[src/rtl/elevador_scan_pkg.sv]
// Shared types for the SCAN elevator: FSM state encoding, direction constants
// and the width helper for the shared travel/door counter.
package elevador_scan_pkg;

    typedef enum logic [1:0] {
        ST_IDLE      = 2'd0,
        ST_MOVE_UP   = 2'd1,
        ST_MOVE_DOWN = 2'd2,
        ST_DOOR_OPEN = 2'd3
    } estado_t;

    localparam logic DIR_UP   = 1'b1;
    localparam logic DIR_DOWN = 1'b0;

    // One counter serves both travel and door timing, so it is sized for the longer of the two.
    function automatic int largura_cnt(input int t_viagem, input int t_porta);
        int m;
        m = (t_viagem > t_porta) ? t_viagem : t_porta;
        return (m > 1) ? $clog2(m) : 1;
    endfunction

endpackage

[src/rtl/elevador_scan_if.sv]
// Call-button/sensor and motor/door bus of the SCAN elevator controller.
// The controller takes the slave side; whoever issues calls takes the master side.
interface elevador_scan_if #(
    parameter int N_ANDARES  = 5,
    parameter int CAPACIDADE = 8
);
    localparam int WA = $clog2(N_ANDARES);
    localparam int WP = $clog2(CAPACIDADE + 1);

    logic [N_ANDARES-1:0] req;
    logic                 person_enter;
    logic                 person_exit;
    logic                 motor_up;
    logic                 motor_down;
    logic                 door_open;
    logic                 busy;
    logic                 direcao;
    logic                 lotado;
    logic [WA-1:0]        andar_atual;
    logic [WA-1:0]        andar_alvo;
    logic [N_ANDARES-1:0] pendentes;
    logic [WP-1:0]        num_people;

    modport master (
        output req, person_enter, person_exit,
        input  motor_up, motor_down, door_open, busy, direcao, lotado,
               andar_atual, andar_alvo, pendentes, num_people
    );

    modport slave (
        input  req, person_enter, person_exit,
        output motor_up, motor_down, door_open, busy, direcao, lotado,
               andar_atual, andar_alvo, pendentes, num_people
    );

endinterface

[src/rtl/elevador_scan_alvo.sv]
// Combinational search over the pending set: calls above/below the current floor
// and the next floor to serve (nearest in the current direction first).
module elevador_scan_alvo
    import elevador_scan_pkg::*;
#(
    parameter  int N_ANDARES = 5,
    localparam int WA        = $clog2(N_ANDARES)
) (
    input  logic [N_ANDARES-1:0] pendentes,
    input  logic [WA-1:0]        andar_atual,
    input  logic                 direcao,
    output logic                 acima,
    output logic                 abaixo,
    output logic [WA-1:0]        andar_alvo
);

    logic [WA-1:0] perto_acima;
    logic [WA-1:0] perto_abaixo;

    // Ascending scan: the first hit above is the nearest above, the last hit below the nearest below.
    always_comb begin
        acima        = 1'b0;
        abaixo       = 1'b0;
        perto_acima  = andar_atual;
        perto_abaixo = andar_atual;
        for (int i = 0; i < N_ANDARES; i++) begin
            if (pendentes[i] && (i > int'(andar_atual))) begin
                if (!acima) perto_acima = WA'(i);
                acima = 1'b1;
            end
            if (pendentes[i] && (i < int'(andar_atual))) begin
                perto_abaixo = WA'(i);
                abaixo       = 1'b1;
            end
        end
    end

    assign andar_alvo = (direcao == DIR_UP)
                      ? (acima  ? perto_acima  : (abaixo ? perto_abaixo : andar_atual))
                      : (abaixo ? perto_abaixo : (acima  ? perto_acima  : andar_atual));

endmodule

[src/rtl/elevador_scan.sv]
// SCAN elevator controller: latches floor calls, sweeps in one direction while calls
// remain ahead, with timed travel, a retriggering door timer and occupancy limiting.
module elevador_scan
    import elevador_scan_pkg::*;
#(
    parameter int N_ANDARES  = 5,
    parameter int CAPACIDADE = 8,
    parameter int T_VIAGEM   = 4,
    parameter int T_PORTA    = 6
) (
    input logic            clk,
    input logic            reset_n,
    elevador_scan_if.slave bus
);

    localparam int WA = $clog2(N_ANDARES);
    localparam int WP = $clog2(CAPACIDADE + 1);
    localparam int WT = largura_cnt(T_VIAGEM, T_PORTA);

    localparam logic [WT-1:0]        VIAGEM_FIM = WT'(T_VIAGEM - 1);
    localparam logic [WT-1:0]        PORTA_FIM  = WT'(T_PORTA - 1);
    localparam logic [WP-1:0]        CAP        = WP'(CAPACIDADE);
    localparam logic [N_ANDARES-1:0] UM         = {{(N_ANDARES-1){1'b0}}, 1'b1};

    estado_t              st;
    estado_t              ch_st;
    logic                 ch_dir;
    logic                 dir;
    logic [WA-1:0]        andar;
    logic [WA-1:0]        andar_acima;
    logic [WA-1:0]        andar_abaixo;
    logic [WA-1:0]        alvo;
    logic [N_ANDARES-1:0] pend;
    logic [N_ANDARES-1:0] clr;
    logic [N_ANDARES-1:0] pend_eff;
    logic [WP-1:0]        npes;
    logic [WT-1:0]        cnt;
    logic [3:0]           out_q;
    logic                 acima;
    logic                 abaixo;
    logic                 lotado;
    logic                 ent_ok;
    logic                 sai_ok;
    logic                 ambos;
    logic                 aceito;

    // {busy, door_open, motor_down, motor_up}
    function automatic logic [3:0] saidas(input estado_t s);
        case (s)
            ST_MOVE_UP:   return 4'b1001;
            ST_MOVE_DOWN: return 4'b1010;
            ST_DOOR_OPEN: return 4'b1100;
            default:      return 4'b0000;
        endcase
    endfunction

    elevador_scan_alvo #(.N_ANDARES(N_ANDARES)) u_alvo (
        .pendentes  (pend),
        .andar_atual(andar),
        .direcao    (dir),
        .acima      (acima),
        .abaixo     (abaixo),
        .andar_alvo (alvo)
    );

    assign andar_acima  = andar + 1'b1;
    assign andar_abaixo = andar - 1'b1;
    assign clr          = (st == ST_DOOR_OPEN) ? (UM << andar) : '0;
    // The floor being served is masked so a short door never re-chooses itself.
    assign pend_eff     = pend & ~clr;

    assign lotado = (npes == CAP);
    assign ent_ok = bus.person_enter & ~bus.person_exit & ~lotado;
    assign sai_ok = bus.person_exit & ~bus.person_enter & (npes != '0);
    assign ambos  = bus.person_enter & bus.person_exit;
    assign aceito = (st == ST_DOOR_OPEN) & (ent_ok | sai_ok | ambos);

    always_comb begin
        ch_st  = ST_IDLE;
        ch_dir = dir;
        if (pend_eff[andar]) begin
            ch_st = ST_DOOR_OPEN;
        end else if ((dir == DIR_UP) && acima) begin
            ch_st = ST_MOVE_UP;
        end else if ((dir == DIR_DOWN) && abaixo) begin
            ch_st = ST_MOVE_DOWN;
        end else if (abaixo) begin
            ch_st  = ST_MOVE_DOWN;
            ch_dir = DIR_DOWN;
        end else if (acima) begin
            ch_st  = ST_MOVE_UP;
            ch_dir = DIR_UP;
        end
    end

    always_ff @(posedge clk or negedge reset_n) begin
        if (!reset_n) begin
            st    <= ST_IDLE;
            dir   <= DIR_UP;
            andar <= '0;
            cnt   <= '0;
            out_q <= '0;
        end else begin
            case (st)
                ST_IDLE: begin
                    st    <= ch_st;
                    dir   <= ch_dir;
                    cnt   <= '0;
                    out_q <= saidas(ch_st);
                end
                ST_MOVE_UP: begin
                    if (cnt != VIAGEM_FIM) begin
                        cnt <= cnt + 1'b1;
                    end else begin
                        cnt   <= '0;
                        andar <= andar_acima;
                        // With the new floor not pending, "calls above old floor" equals "calls above new floor".
                        if (pend[andar_acima]) begin
                            st    <= ST_DOOR_OPEN;
                            out_q <= saidas(ST_DOOR_OPEN);
                        end else if (!acima) begin
                            st    <= ST_IDLE;
                            out_q <= saidas(ST_IDLE);
                        end
                    end
                end
                ST_MOVE_DOWN: begin
                    if (cnt != VIAGEM_FIM) begin
                        cnt <= cnt + 1'b1;
                    end else begin
                        cnt   <= '0;
                        andar <= andar_abaixo;
                        if (pend[andar_abaixo]) begin
                            st    <= ST_DOOR_OPEN;
                            out_q <= saidas(ST_DOOR_OPEN);
                        end else if (!abaixo) begin
                            st    <= ST_IDLE;
                            out_q <= saidas(ST_IDLE);
                        end
                    end
                end
                ST_DOOR_OPEN: begin
                    if (aceito) begin
                        cnt <= '0;
                    end else if (cnt == PORTA_FIM) begin
                        cnt   <= '0;
                        st    <= ch_st;
                        dir   <= ch_dir;
                        out_q <= saidas(ch_st);
                    end else begin
                        cnt <= cnt + 1'b1;
                    end
                end
                default: begin
                    st    <= ST_IDLE;
                    out_q <= '0;
                end
            endcase
        end
    end

    always_ff @(posedge clk or negedge reset_n) begin
        if (!reset_n) begin
            pend <= '0;
            npes <= '0;
        end else begin
            pend <= (pend | bus.req) & ~clr;
            if (st == ST_DOOR_OPEN) begin
                if (ent_ok)      npes <= npes + 1'b1;
                else if (sai_ok) npes <= npes - 1'b1;
            end
        end
    end

    assign bus.motor_up    = out_q[0];
    assign bus.motor_down  = out_q[1];
    assign bus.door_open   = out_q[2];
    assign bus.busy        = out_q[3];
    assign bus.direcao     = dir;
    assign bus.lotado      = lotado;
    assign bus.andar_atual = andar;
    assign bus.andar_alvo  = alvo;
    assign bus.pendentes   = pend;
    assign bus.num_people  = npes;

endmodule
[src/flat_wrapper.sv]
// flat-port wrapper written by rule: the top's interface ports become plain ports
module elevador_scan_flat import elevador_scan_pkg::*;
#(
    parameter int N_ANDARES  = 5,
    parameter int CAPACIDADE = 8,
    parameter int T_VIAGEM   = 4,
    parameter int T_PORTA    = 6
)
  (clk, reset_n, bus_req, bus_person_enter, bus_person_exit, bus_motor_up, bus_motor_down, bus_door_open, bus_busy, bus_direcao, bus_lotado, bus_andar_atual, bus_andar_alvo, bus_pendentes, bus_num_people);
  elevador_scan_if #(.N_ANDARES(N_ANDARES), .CAPACIDADE(CAPACIDADE)) bus_i ();
  input logic clk;
  input logic reset_n;
  input wire logic [$bits(bus_i.req)-1:0] bus_req;
  input wire logic [$bits(bus_i.person_enter)-1:0] bus_person_enter;
  input wire logic [$bits(bus_i.person_exit)-1:0] bus_person_exit;
  output wire logic [$bits(bus_i.motor_up)-1:0] bus_motor_up;
  output wire logic [$bits(bus_i.motor_down)-1:0] bus_motor_down;
  output wire logic [$bits(bus_i.door_open)-1:0] bus_door_open;
  output wire logic [$bits(bus_i.busy)-1:0] bus_busy;
  output wire logic [$bits(bus_i.direcao)-1:0] bus_direcao;
  output wire logic [$bits(bus_i.lotado)-1:0] bus_lotado;
  output wire logic [$bits(bus_i.andar_atual)-1:0] bus_andar_atual;
  output wire logic [$bits(bus_i.andar_alvo)-1:0] bus_andar_alvo;
  output wire logic [$bits(bus_i.pendentes)-1:0] bus_pendentes;
  output wire logic [$bits(bus_i.num_people)-1:0] bus_num_people;
  assign bus_i.req = bus_req;
  assign bus_i.person_enter = bus_person_enter;
  assign bus_i.person_exit = bus_person_exit;
  assign bus_motor_up = bus_i.motor_up;
  assign bus_motor_down = bus_i.motor_down;
  assign bus_door_open = bus_i.door_open;
  assign bus_busy = bus_i.busy;
  assign bus_direcao = bus_i.direcao;
  assign bus_lotado = bus_i.lotado;
  assign bus_andar_atual = bus_i.andar_atual;
  assign bus_andar_alvo = bus_i.andar_alvo;
  assign bus_pendentes = bus_i.pendentes;
  assign bus_num_people = bus_i.num_people;
  elevador_scan #(.N_ANDARES(N_ANDARES), .CAPACIDADE(CAPACIDADE), .T_VIAGEM(T_VIAGEM), .T_PORTA(T_PORTA)) u_core (.clk(clk), .reset_n(reset_n), .bus(bus_i));
endmodule
[config.mk]
export PLATFORM = sky130hd
export DESIGN_NAME = elevador_scan_flat
export DESIGN_NICKNAME = d
export VERILOG_FILES = /design/src/rtl/elevador_scan_pkg.sv /design/src/rtl/elevador_scan_if.sv /design/src/rtl/elevador_scan_alvo.sv /design/src/rtl/elevador_scan.sv /design/src/flat_wrapper.sv
export SDC_FILE = /design/constraint.sdc
export NUM_CORES = 1
export LEC_CHECK = 0
export ABC_CLOCK_PERIOD_IN_PS = 3900
export BUFFER_PORTS_ARGS = -buffer_cell sky130_fd_sc_hd__buf_2
export CAP_MARGIN = 40
export CORE_ASPECT_RATIO = 2
export CORE_MARGIN = 2
export CORE_UTILIZATION = 55
export CTS_BUF_LIST = sky130_fd_sc_hd__clkbuf_8
export DETAILED_ROUTE_END_ITERATION = 12
export PLACE_DENSITY_LB_ADDON = 0.25
export SYNTH_ARGS = -nofsm -noshare
export SYNTH_HDL_FRONTEND = slang
export SYNTH_HIERARCHICAL = 1
export SYNTH_SLANG_ARGS = --single-unit
[constraint.sdc]
create_clock -name clk -period 3.9 [get_ports clk]
set_input_delay 0.585 -clock clk [delete_from_list [all_inputs] [get_ports clk]]
set_output_delay 0.585 -clock clk [all_outputs]
set_load 0.01 [all_outputs]
; Word level (Yosys, flattened, before mapping)
; Cells that the tools add are included.
; Widths: inputs -> output; s select.
[word_totals]
register_bits = 22
output_inout_bits = 21
[op_classes]
add_sub_neg = 5
n_lt_le_gt_ge = 12
n_eq_ne = 15
shift = 1
muxes = 74
n_bitwise = 16
n_reduce_logical = 21
[op_table]
columns = op, n
row1 = $mux 3, 22
row2 = $mux 4, 10
row3 = $mux 2, 12
row4 = $mux 1, 20
row5 = $pmux 4 s4, 1
row6 = $lt 3x4->1 const B, 3
row7 = $pmux 4 s3, 1
row8 = $logic_and 1x1->1, 11
row9 = $and 5x5->5, 2
row10 = $bmux 1 s3, 3
row11 = $pmux 3 s3, 1
row12 = $eq 2x2->1 const B, 4
row13 = $ne 2x2->1 const B, 4
row14 = $pmux 2 s4, 1
row15 = $add 3x1->3 const B, 2
row16 = $and 1x1->1, 6
row17 = $gt 2x3->1 const A, 2
row18 = $lt 1x3->1 const A, 2
row19 = $lt 2x3->1 const A, 2
row20 = $ne 3x3->1 const B, 2
row21 = $pmux 3 s2, 1
row22 = $reduce_and 3->1, 2
row23 = $reduce_and 6->1, 1
row24 = $reduce_bool 2->1, 3
row25 = 21 further kinds, 26

; Logic depth before layout (Yosys ltp)
[logic_depth]
word_depth = 16
ltp_mapped = 10
ltp_nobuf = 10

; By module
; The synthesis kept the hierarchy.
[by_module_without_submodules]
columns = module, instances, cells_per_inst, area_per_inst_um2
row1 = elevador_scan, 1, 165, 1594.0
row2 = elevador_scan_alvo, 1, 58, 376.6

; Worst setup path before layout
; OpenSTA, ideal clock, no wires.
[synth_path]
path_type = reg-to-reg
startpoint = reg u_core.andar[0] (netlist: u_core/bus.andar_atual[0])
endpoint = reg u_core.out_q[3]
t_arrival_ns = 2.480
required_time_ns = 3.775
slack_ns = 1.295
stages_incl_launch_ff = 9
path_cell_list = dfrtp_1 > buf_2 > inv_1 > ha_1 > mux4_2 > mux2_4 > and2_4 > o32a_1 > mux2_4
[synth_between]
elab_chain_cells = 16
[synth_rtl]
columns = item, line_no
row1 = "start, declared", elevador_scan.sv:29  ; logic [WA-1:0] andar;
row2 = "start signal, assigned", elevador_scan.sv:116  ; andar <= andar_acima;
row3 = "start signal, assigned", elevador_scan.sv:132  ; andar <= andar_abaixo;
row4 = $gt 1x3->1 or $lt 1x3->1 (tied branches), "elevador_scan_alvo.sv:27, elevador_scan_alvo.sv:31"
row5 = "$logic_and 1x1->1, on equally long branches", "elevador_scan_alvo.sv:27, elevador_scan_alvo.sv:31"
row6 = "$mux 1, on equally long branches (4 in series)", "elevador_scan_alvo.sv:27, elevador_scan_alvo.sv:31"
row7 = "$mux 1, on equally long branches", "elevador_scan.sv:90, elevador_scan_alvo.sv:31"
row8 = $mux 2 or $logic_and 1x1->1 (tied branches), "elevador_scan.sv:87, elevador_scan.sv:85"
row9 = $mux 2, elevador_scan.sv:85  ; end else if ((dir == DIR_DOWN) && abaixo) begin
row10 = $mux 2, elevador_scan.sv:83  ; end else if ((dir == DIR_UP) && acima) begin
row11 = $mux 2, elevador_scan.sv:81  ; if (pend_eff[andar]) begin
row12 = $eq 2x2->1 or $eq 2x1->1 (tied branches), elevador_scan.sv:49  ; case (s)
row13 = $pmux 4 s3, elevador_scan.sv:49
row14 = $mux 4, elevador_scan.sv:145  ; end else if (cnt == PORTA_FIM) begin
row15 = $mux 4, elevador_scan.sv:143  ; if (aceito) begin
row16 = $pmux 4 s4, elevador_scan.sv:104  ; case (st)
row17 = "end signal, assigned", elevador_scan.sv:109  ; out_q <= saidas(ch_st);
row18 = "end signal, assigned", elevador_scan.sv:138  ; out_q <= saidas(ST_IDLE);
row19 = "end signal, assigned", elevador_scan.sv:149  ; out_q <= saidas(ch_st);
row20 = "end, declared", elevador_scan.sv:38  ; logic [3:0] out_q;
; Parallel ways exist; a longest one is shown, timed or not. The select of a mux whose other input is x is not followed.
; A chain may end at the register's enable or synchronous reset.

; Worst setup path in the final report
[layout_path]
startpoint = reg u_core.andar[2] (netlist: u_core/bus.andar_atual[2])
endpoint = out bus_andar_alvo[0]
[layout_between]
elab_chain_cells = 12
[layout_rtl]
columns = item, line_no
row1 = $gt 1x3->1, elevador_scan_alvo.sv:27  ; if (pendentes[i] && (i > int'(andar_atual))) begin
row2 = $logic_and 1x1->1, elevador_scan_alvo.sv:27
row3 = $mux 3 or $mux 1 (tied branches), elevador_scan_alvo.sv:27
row4 = $mux 3, elevador_scan_alvo.sv:28  ; if (!acima) perto_acima = WA'(i);
row5 = $mux 3, elevador_scan_alvo.sv:27
row6 = $mux 3, elevador_scan_alvo.sv:28
row7 = $mux 3, elevador_scan_alvo.sv:27
row8 = $mux 3, elevador_scan_alvo.sv:28
row9 = $mux 3, elevador_scan_alvo.sv:27
row10 = $mux 3 (2 in series), elevador_scan_alvo.sv:40  ; : (abaixo ? perto_abaixo : (acima ? perto_acima : andar_atual));
row11 = $mux 3 (*), elevador_scan_alvo.sv:39  ; ? (acima ? perto_acima : (abaixo ? perto_abaixo : andar_atual))
row12 = "end, declared", flat_wrapper.sv:23  ; output wire logic [$bits(bus_i.andar_alvo)-1:0] bus_andar_alvo;
; Every way passes the cells marked *; elsewhere a longest branch is shown, timed or not.

==> flow_summary.yaml <==
critical_path:
  r2r-start: "u_core/bus.andar_atual[1]"
  setup.worst_path.class: "reg -> out"
  cp_data_required_time_ns: 3.31
  r2r_slack_ns: 1.09
  slowest_stage: "dfrtp_1"
  worstPathCellList: "a211o_2, o21ai_0, o21bai_1, a222oi_1, buf_2"
  r2r-end: "u_core/out_q[3]"
  cp-end-kind: "primary output"
  cp_max_fo: 25
  reg2reg_depth: 7
  slowest_delay_ns: 0.79
  cp_data_arrival_time_ns: 2.26
  startpoint_type: "flip-flop"
logic_synthesis:
  synth_area_um2: 1970
  yosysSeqAreaShare_pct: 28.0
  synth_area_leader_cell: "dfrtp_1"
  synth_cell_types: 61
  netlist_instances: 223
  ys_warn_count: 6
  syn_nets: 250
  synth_top_area_share_pct: 26.7
  synth_ff_type: "dfrtp_1"
  synth-edff-count: 0
  synth_area_leaders: "dfrtp_1 27%, ha_1 11%, nand2_1 4.0%"
  ys_ff_latch: 22
  synthTopCellsByCount: "21 x dfrtp_1, 21 x nand2_1, 20 x inv_1"
  ys_async_sr_fraction_pct: 100
  syn_avg_cell_area_um2: 8.84
pwr:
  finalPower_w: 0.00223
  pwr-share-clk_pct: 7.4
  switchingPower_w: 0.00111
  power_density_nw_per_um2: 1020
  p_int_w: 0.00112
  ir_worst_vdd_uv: 501
  swShare_pct: 49.7
  seq_power_share_pct: 24.6
  comb_power_share_pct: 67.9
  p_leak_nw: 1.02
floorplan:
  initial_core_util_pct: 57.7
  die_width_um: 46.3
  die_h_um: 88.7
  io_pins: 30
  placementRows: 30
  core-area_um2: 3420
  design.die.area_um2: 4110
sta:
  max_slew_margin_pct: 54.4
  period_share_pct: 72.9
  rsz0062_at_grt: "no"
  finalSetupViolCount: 0
  slew_violations: 0
  skew_ns: 0.00211
  fin_setup_tns_ns: 0
  fmax_mhz: 352
  fin_crit_ns: 2.84
  hold_viol: 0
  worst_slew_pin_slew_ns: 0.684
clocking:
  cts_resized: 0
  htree_levels: 1
  clk_path_buf_depth: 2
  cts_tree: "done"
  cts_buffers: 3
  insertion_delay_ns: 0.27
  hold_buffers: 0
  clk_pin_slew_ns: 0.08
  cts.sink_count: 22
  post_cts_buffers: 0
  cts_root_buffer: "clkbuf_8"
routing:
  dr.pass1.iters: 4
  ant_nets: 0
  drt_iter0_markers: 45
  routed_wl_um: 4780
  wl_per_cell_um: 16.2
  drc: 0
  vias: 1822
  drt-vias-per-instance: 6.16
finish:
  seqCellArea_um2: 552
  drive_gt1_share_pct: 20.2
  n_antenna_cell: 0
  multi_input_area_um2: 1300
  area_growth_pct: 11.4
  fill_cells: 319
  nets: 276
placement:
  io_buffers: 29
  gp_congestion: 0.942
  dpl.hpwl_um: 3530
global_route:
  grt_pass1_wl_um: 7850
  antenna_found_initial: 0
  grt_max_degree: 28
  grt.total_usage_pct: 26.1
  gr-total-overflow: 0
  grt_pass1_vias: 1789
run_status:
  status: "finished, final reports clean"
worst_hold_path:
  hold_path.class: "in -> async"
run:
  maxCapViolations: 0
[worst max-delay path: cells and delay by family (launching register included)]
kind | cells | cell delay (ns)
buf+inv | 1 | 0.18
compound gates | 4 | 1.02
flops | 1 | 0.79
[final cells by class]
class | instances | area share [%]
clock buffers | 4 | 2.51
multi-input cells | 172 | 59.2
inverters | 20 | 3.42
repair buffers | 30 | 6.96
flip-flops and latches | 22 | 25.1
well taps | 48 | 2.74
[how the worst max path moves through the flow]
stage	cells past startpoint	endpoint	slack [ns]	startpoint
final	5	bus_andar_alvo[0]	1.06	u_core/bus.andar_atual[2]
after detailed placement	7	u_core/out_q[3]	1.12	u_core/bus.andar_atual[1]
after floorplan	8	u_core/out_q[3]	1.29	u_core/bus.andar_atual[0]
after global routing	7	u_core/st[1]	0.90	u_core/bus.andar_atual[1]
after global placement	7	u_core/out_q[3]	1.21	u_core/bus.andar_atual[1]
after CTS	5	bus_andar_alvo[0]	1.05	u_core/bus.andar_atual[2]
[logic make-up (layout without fill, tap and decap cells)]
kind of cell | after synthesis | count (layout) | share of synthesized area, %
compound gates | 75 | 75 | 28.6
buf+inv | 29 | 54 | 6.03
xor+xnor | 6 | 6 | 2.67
fa+ha+maj | 18 | 18 | 11.8
flops | 22 | 22 | 28.0
simple gates | 65 | 65 | 17.1
mux | 8 | 8 | 5.78
[through the flow]
stage	utilization (%)	cell area, µm²	instances	hold WS [ns]	setup slack [ns]
2_1_floorplan	-	1970	223	0.289	1.29
3_3_place_gp	62.6	2140	292	0.492	1.21
3_5_place_dp	62.6	2140	292	0.497	1.12
4_1_cts	64.2	2190	296	0.296	1.05
5_1_grt	64.2	2190	296	0.323	0.897
6_report	64.2	2190	296	0.280	1.06
[flip-flops by register name, summed over array words and instances, names as in the netlist]
name,flops
u_core/bus.num_people,4
u_core/st,2
u_core/bus.pendentes,5
u_core/bus.andar_atual,3
u_core/out_q,4
u_core/cnt,3
u_core/bus.direcao,1
[metal layers]
metal	GRT usage (%)	wire, µm
met1	25.5	1800
met2	49.5	2670
met3	3.06	175
met4	13.0	142
met5	0	0
[power by group through the flow]
stage	sequential [W]	combinational (W)	clock, W
detailed placement	0.000552	0.00149	0
finish	0.000549	0.00152	0.000166
global route	0.000576	0.00168	0.000174
global placement	0.000550	0.00147	0
CTS	0.000549	0.00150	0.000170
floorplan	0.000500	0.00116	0
[cell usage in the layout, fill, tap and decap left out, types with 2 or more instances in the layout]
master,n
nor2b_1,4
a22oi_1,7
o21a_1,7
buf_2,29
inv_1,20
mux2i_1,2
o21bai_1,2
a21oi_1,9
o22ai_1,2
o21ai_0,13
and3_1,2
nand2b_1,2
clkbuf_8,4
nand3_1,6
nor2_1,13
xnor2_1,5
a21o_1,3
nand2_1,21
ha_1,17
nor3b_1,3
and2_1,2
mux2_4,4
o22a_1,2
o211ai_1,3
nand3b_1,5
a221oi_1,2
dfrtp_1,21
a211oi_1,3
o31ai_1,3
(Power assumes the default switching activity.)
